### src/rtl/switch_sr_pulser.sv
// switch_sr_pulser: debounces an asynchronous mechanical switch and converts each
// accepted press into a one-cycle set pulse (s) and each accepted release into a
// one-cycle reset pulse (r). It also exposes the debounced level, a busy flag
// while a transition is being qualified, and a wrapping 8-bit press counter.
module switch_sr_pulser #(
  parameter int unsigned DEBOUNCE_CYCLES = 4,
  parameter int unsigned CNT_W           = 16
) (
  input  logic       clk,
  input  logic       rst,
  input  logic       sw_raw,
  input  logic       en,
  output logic       s,
  output logic       r,
  output logic       level,
  output logic       busy,
  output logic [7:0] press_count
);

  typedef enum logic [1:0] {
    LOW  = 2'd0,
    RISE = 2'd1,
    HIGH = 2'd2,
    FALL = 2'd3
  } state_t;

  // The qualification counter already holds 1 on entry to RISE/FALL, so the
  // transition completes on the edge where it has reached N-1.
  localparam logic [CNT_W-1:0] CNT_LAST = CNT_W'(DEBOUNCE_CYCLES - 1);
  localparam logic [CNT_W-1:0] CNT_ONE  = CNT_W'(1);

  logic       sync1_reg;
  logic       sync2_reg;

  state_t     state_reg,  state_next;
  logic [CNT_W-1:0] cnt_reg, cnt_next;
  logic       s_reg,      s_next;
  logic       r_reg,      r_next;
  logic       level_reg,  level_next;
  logic [7:0] press_count_reg, press_count_next;

  // Two-flop synchronizer; runs regardless of en so the sample is always fresh.
  always_ff @(posedge clk) begin
    if (rst) begin
      sync1_reg <= 1'b0;
      sync2_reg <= 1'b0;
    end else begin
      sync1_reg <= sw_raw;
      sync2_reg <= sync1_reg;
    end
  end

  // State, counter and registered outputs.
  always_ff @(posedge clk) begin
    if (rst) begin
      state_reg       <= LOW;
      cnt_reg         <= '0;
      s_reg           <= 1'b0;
      r_reg           <= 1'b0;
      level_reg       <= 1'b0;
      press_count_reg <= 8'd0;
    end else begin
      state_reg       <= state_next;
      cnt_reg         <= cnt_next;
      s_reg           <= s_next;
      r_reg           <= r_next;
      level_reg       <= level_next;
      press_count_reg <= press_count_next;
    end
  end

  // Next-state logic: qualify a new level for N consecutive enabled samples;
  // any opposite sample or a dropped enable falls back to the stable state.
  always_comb begin
    state_next       = state_reg;
    cnt_next         = cnt_reg;
    s_next           = 1'b0;
    r_next           = 1'b0;
    level_next       = level_reg;
    press_count_next = press_count_reg;

    unique case (state_reg)
      LOW: begin
        if (en && sync2_reg) begin
          state_next = RISE;
          cnt_next   = CNT_ONE;
        end
      end

      RISE: begin
        if (!sync2_reg || !en) begin
          state_next = LOW;
          cnt_next   = '0;
        end else if (cnt_reg == CNT_LAST) begin
          state_next       = HIGH;
          cnt_next         = '0;
          s_next           = 1'b1;
          level_next       = 1'b1;
          press_count_next = press_count_reg + 8'd1;
        end else begin
          cnt_next = cnt_reg + CNT_ONE;
        end
      end

      HIGH: begin
        if (en && !sync2_reg) begin
          state_next = FALL;
          cnt_next   = CNT_ONE;
        end
      end

      FALL: begin
        if (sync2_reg || !en) begin
          state_next = HIGH;
          cnt_next   = '0;
        end else if (cnt_reg == CNT_LAST) begin
          state_next = LOW;
          cnt_next   = '0;
          r_next     = 1'b1;
          level_next = 1'b0;
        end else begin
          cnt_next = cnt_reg + CNT_ONE;
        end
      end

      default: begin
        state_next = LOW;
        cnt_next   = '0;
      end
    endcase
  end

  assign s           = s_reg;
  assign r           = r_reg;
  assign level       = level_reg;
  assign press_count = press_count_reg;
  assign busy        = (state_reg == RISE) || (state_reg == FALL);

endmodule

### config.mk
export PLATFORM = sky130hd
export DESIGN_NAME = switch_sr_pulser
export DESIGN_NICKNAME = d
export VERILOG_FILES = /design/src/rtl/switch_sr_pulser.sv
export SDC_FILE = /design/constraint.sdc
export NUM_CORES = 1
export LEC_CHECK = 0
export CAP_MARGIN = 20
export CORE_UTILIZATION = 25
export CTS_CLUSTER_SIZE = 24
export DETAILED_ROUTE_END_ITERATION = 8
export PLACE_DENSITY_LB_ADDON = 0.3
export SYNTH_ARGS = -nofsm -noshare
export SYNTH_HDL_FRONTEND = slang
export SYNTH_SLANG_ARGS = --single-unit
### constraint.sdc
create_clock -name clk -period 3.2 [get_ports clk]
set_input_delay 0.64 -clock clk [delete_from_list [all_inputs] [get_ports clk]]
set_output_delay 0.64 -clock clk [all_outputs]
set_load 0.03 [all_outputs]
# [Word-level counts from Yosys, hierarchy flattened]
# Index checks and enable logic that the tools add are counted.
[totals] reg_bits=31 input_bits=4 out_inout_bits=12 wordCells=59
[op_classes] addsub=2 n_eq_ne=12 n_mux=19 bitwise_logic=3 n_reduce_logical=15
[op_table] cell="2-to-1 mux 16 bit" count=5
[op_table] cell="one-hot mux 16 bit (4 select lines)" count=1
[op_table] cell="adder 16 x 1 -> 16 bit (second input constant)" count=1
[op_table] cell="== test 16 x 2 -> 1 bit (second input constant)" count=1
[op_table] cell="2-to-1 mux 2 bit" count=6
[op_table] cell="inequality test 2 bit (second input constant)" count=6
[op_table] cell="adder 8 x 1 -> 8 bit (second input constant)" count=1
[op_table] cell="one-hot mux 2 bit (4 select lines)" count=1
[op_table] cell="inequality test 3 bit (second input constant)" count=2
[op_table] cell="OR reduction 3 bit" count=2
[op_table] cell="2-to-1 mux 1 bit" count=5
[op_table] cell="AND reduction 5 bit" count=1
[op_table] cell="== test 2 bit (second input constant)" count=2
[op_table] cell="AND reduction 4 bit" count=1
[op_table] cell="logical OR 1 bit" count=3
[op_table] cell="NOT 1 bit" count=3
[op_table] cell="AND reduction 3 bit" count=1
[op_table] cell="== test 2 x 1 -> 1 bit (second input constant)" count=1
[op_table] cell="logical AND 1 bit" count=2
[op_table] cell="logical NOT 1 bit" count=2
[op_table] cell="logical NOT 2 bit" count=1
[op_table] cell="one-hot mux 1 bit (2 select lines)" count=1
[op_table] cell="AND reduction 2 bit" count=1
[op_table] cell="nonzero test 2 bit" count=1

# [Depth between registers and ports, before layout]
[logic_depth] word_depth=4 mapped_depth=7 mapped_depth_nobuf=5

# [Worst setup path after synthesis]
# No wires, ideal clock.
[synth_path] path_type="reg-to-reg" from="register cnt_reg[0]" to="register press_count_reg[4] (netlist: press_count[4])" setup_ns=0.121 t_arrival_ns=1.646 required_ns=3.079 slack_ns=1.434 stages_incl_launch_ff=7 n_path_buf=1 synth_period_minus_slack_ns=1.766 cell_sequence="dfxtp_1 > ha_1 > nor4b_2 > nand4_1 > buf_2 > nor3_1 > mux2_2"
[synth_between] elab_chain_cells=2
[synth_lines] element="start, declared" line="36" source="logic [CNT_W-1:0] cnt_reg, cnt_next;"
[synth_lines] element="start signal, assigned" line="64" source="cnt_reg <= cnt_next;"
[synth_lines] element="== test 16 x 2 -> 1 bit" line="94" source="end else if (cnt_reg == CNT_LAST) begin"
[synth_lines] element="AND reduction 3 bit (no line)"
[synth_lines] element="end signal, assigned" line="68" source="press_count_reg <= press_count_next;"
[synth_lines] element="end, declared" line="40" source="logic [7:0] press_count_reg, press_count_next;"
# Every way passes these cells.
# A chain may end at the register's enable or synchronous reset.

# [Final worst setup path]
[layout_path] from="input port en" to="register press_count_reg[7] (netlist: press_count[7])"
[layout_between] elab_chain_cells=4
[layout_lines] element="start, declared" line="12" source="input logic en,"
[layout_lines] element="logical NOT 1 bit" line="91" source="if (!sync2_reg || !en) begin"
[layout_lines] element="logical OR 1 bit" line="91"
[layout_lines] element="NOT 1 bit (no line)"
[layout_lines] element="AND reduction 3 bit (no line)"
# Every way passes these cells.

==> results_dict.tcl <==
set metrics [dict create \
    status "completed" \
    yosys-mux-area-fraction_pct 4.604 \
    p_sw_uw 172.0 \
    setup_tns_ps 0 \
    post-route-util_pct 31.35 \
    grt_overflow_total 0 \
    r2r_cells 5 \
    layout-drive-gt1-share_pct 12.56 \
    cts_tree "built" \
    coreArea_sq_um 6386 \
    clkSinkCount 31 \
    synthTopCellsByArea "dfxtp_1, a31oi_1, nand4_1, mux2_2, nand3_1" \
    synth_compound_area_share_pct 15.62 \
    final_cell_mix "dfxtp_1, a31oi_1, clkdlybuf4s50_1" \
    place_area_sq_um 1884 \
    pwr-share-comb_pct 3.5 \
    worstPathMaxFanout 15 \
    relSlewSlack_pct 66.99 \
    synth_xor_area_share_pct 1.057 \
    cts-htree-levels 2 \
    root_buffer "clkbuf_8" \
    start_util_pct 25.96 \
    synth_largest_area_cell "dfxtp_1" \
    drt-initial-drc-count 77 \
    rsz0062_at_grt "false" \
    clock_path_buffers 2 \
    drc_errors 0 \
    ctsHoldBuffers 0 \
    cap_violations 0 \
    track_usage_pct 12.18 \
    synthCells 191 \
    finalPower_uw 823.7 \
    hold_depth 1 \
    largest_reg_flops 16 \
    p_int_uw 651.7 \
    synth_cell_types 49 \
    wl_microns 3982 \
    irDropWorstVdd_mv 0.2117 \
    hold_class "reg -> reg" \
    rr_endpoint "press_count[3]$_SDFFE_PP0P_" \
    setup_viol 0 \
    final_common_cell "dfxtp_1" \
    vias 1503 \
    clkLatencyLatePin_ps 280 \
    viasPerCell 5.292 \
    synthToLayoutAreaGrowth_pct 20.75 \
    hold_ws_ps 450.7 \
    post_cts_resized 0 \
    die_area_sq_um 6961 \
    fmax_ghz 0.4289 \
    fin_nets 212 \
    synth_top_area_share_pct 37.43 \
    startpoint_type "input pin" \
    wl_per_cell_microns 14.02 \
    ant_nets 0 \
    ys.flop_type "dfxtp_1" \
    port_buffers 15 \
    worstReg2RegStart "cnt_reg[1]$_SDFFE_PP0P_" \
    syn_area_sq_um 1658 \
    switching_share_pct 20.88 \
    synth_edf_count 0 \
    synthArstFlopShare_pct 0 \
    finalCritPeriodShare_pct 72.87 \
    crit_arrival_ps 2550 \
    first_global_vias 1399 \
    power_frac_seq_pct 47.3 \
    grt_max_degree 22 \
    dr.pass1.iters 4 \
    syn_avg_cell_area_sq_um 8.680 \
    yosys_warnings 0 \
    num_io_pins 16 \
    hold_viol 0 \
    yosysSeqAreaShare_pct 37.43 \
    hold_end "sync2_reg$_SDFF_PP0_" \
    cts_made_buffers 5 \
    reg2reg_slack_ps 950 \
    diodes 0 \
    synth_top_family_by_area "simple AND/OR/NAND/NOR gates" \
    synthSimpleGateAreaFrac_pct 34.72 \
    fp.dieH_microns 83.44 \
    hpwl_microns 2790 \
    synthAdderAreaFrac_pct 1.509 \
    grt_pass1_wl_microns 6906 \
    skew_ps 5.353 \
    clk_pin_slew_ps 70 \
    syn-num-nets 197 \
    worstSetupPathType "in -> reg" \
    crit_path_end_kind "register" \
    die_width_microns 83.44 \
    gp_congestion 0.8126 \
    max_slew.worst_pin.slew_ps 494.0 \
    rows 29 \
    synth-seq-cells 31 \
    powerDensity_nw_per_um2 411.4 \
    period_needed_ps 2332 \
    antenna_found_initial 0 \
    hold_start "sync1_reg$_SDFF_PP0_" \
    p_clk_share_pct 49.1 \
    finalMaxSlewViolations 0 \
    worstPathRequired_ps 3420 \
    postCtsSetupBuffers 0 \
    power_leakage_nw 0.6935 \
    design_area_sq_um 2002 \
]
## critical path: stages
cell             delay (ps)
clkdlybuf4s50_1         520
nand2_1                 310
or4_1                   620
or3_1                   320
a21oi_1                 130
## layout make-up
class                      count  area, sq um
fill                         686         4384
multi-input combinational    142        953.4
tap                           77        96.34
clock inverter                 2        35.03
inverter                       5        18.77
timing repair buffer          21        195.2
sequential                    31        620.6
clock buffer                   6        82.58
## cell families (layout without fill, tap and decap cells)
kind of cell,count (synthesis),count (layout)
and+or+nand+nor,92,92
muxes,7,7
AOI/OAI and AO/OA,39,39
xor gates and xnor gates,2,2
adders and majority gates,2,2
buffers and inverters,18,34
DFF,31,31
## worst max path at each step
stage	start	endpoint	slack [ps]	depth (start not counted)
after global routing	cnt_reg[1]$_SDFFE_PP0P_	press_count[6]$_SDFFE_PP0P_	750	5
after floorplan	cnt_reg[0]$_SDFFE_PP0P_	press_count[4]$_SDFFE_PP0P_	1430	6
after CTS	en	press_count[7]$_SDFFE_PP0P_	880	5
after global placement	en	press_count[7]$_SDFFE_PP0P_	620	5
after detailed placement	en	press_count[7]$_SDFFE_PP0P_	580	5
final	en	press_count[7]$_SDFFE_PP0P_	870	5
## synthesized netlist by cell type, drive strengths merged, types with 3 or more instances
master and number:
a21oi 7, a31oi 15, and3 6, and4 4, buf 7, clkbuf 6, dfxtp 31, inv 5
mux2 5, nand2 11, nand2b 3, nand3 11, nand4 10, nor2 10, nor2b 8, nor3 7
nor4 8, o21ai 3, or3b 3
## power groups by stage
stage,Clock [mW],Combinational [mW],Sequential (mW)
floorplan,0,0.0192,0.397
global placement,0,0.0291,0.399
detailed placement,0,0.0293,0.399
CTS,0.417,0.0294,0.390
global route,0.436,0.0326,0.390
finish,0.405,0.0289,0.390
## layer usage
layer | share of wire (%) | global-route usage, % | vias up
li1 | - | - | 763
met1 | 49 | 16.05 | 711
met2 | 46 | 19.08 | 22
met3 | 3.1 | 2.982 | 7
met4 | 1.4 | 4.931 | 0
met5 | 0 | 0 | -
## through the flow
step | worst slack (ps) | cells
after floorplan | 1434 | 191
after global placement | 617.0 | 276
after detailed placement | 577.2 | 276
after CTS | 875.6 | 284
after global routing | 753.3 | 284
final | 868.3 | 284
Power figures use the tool's default switching activity.
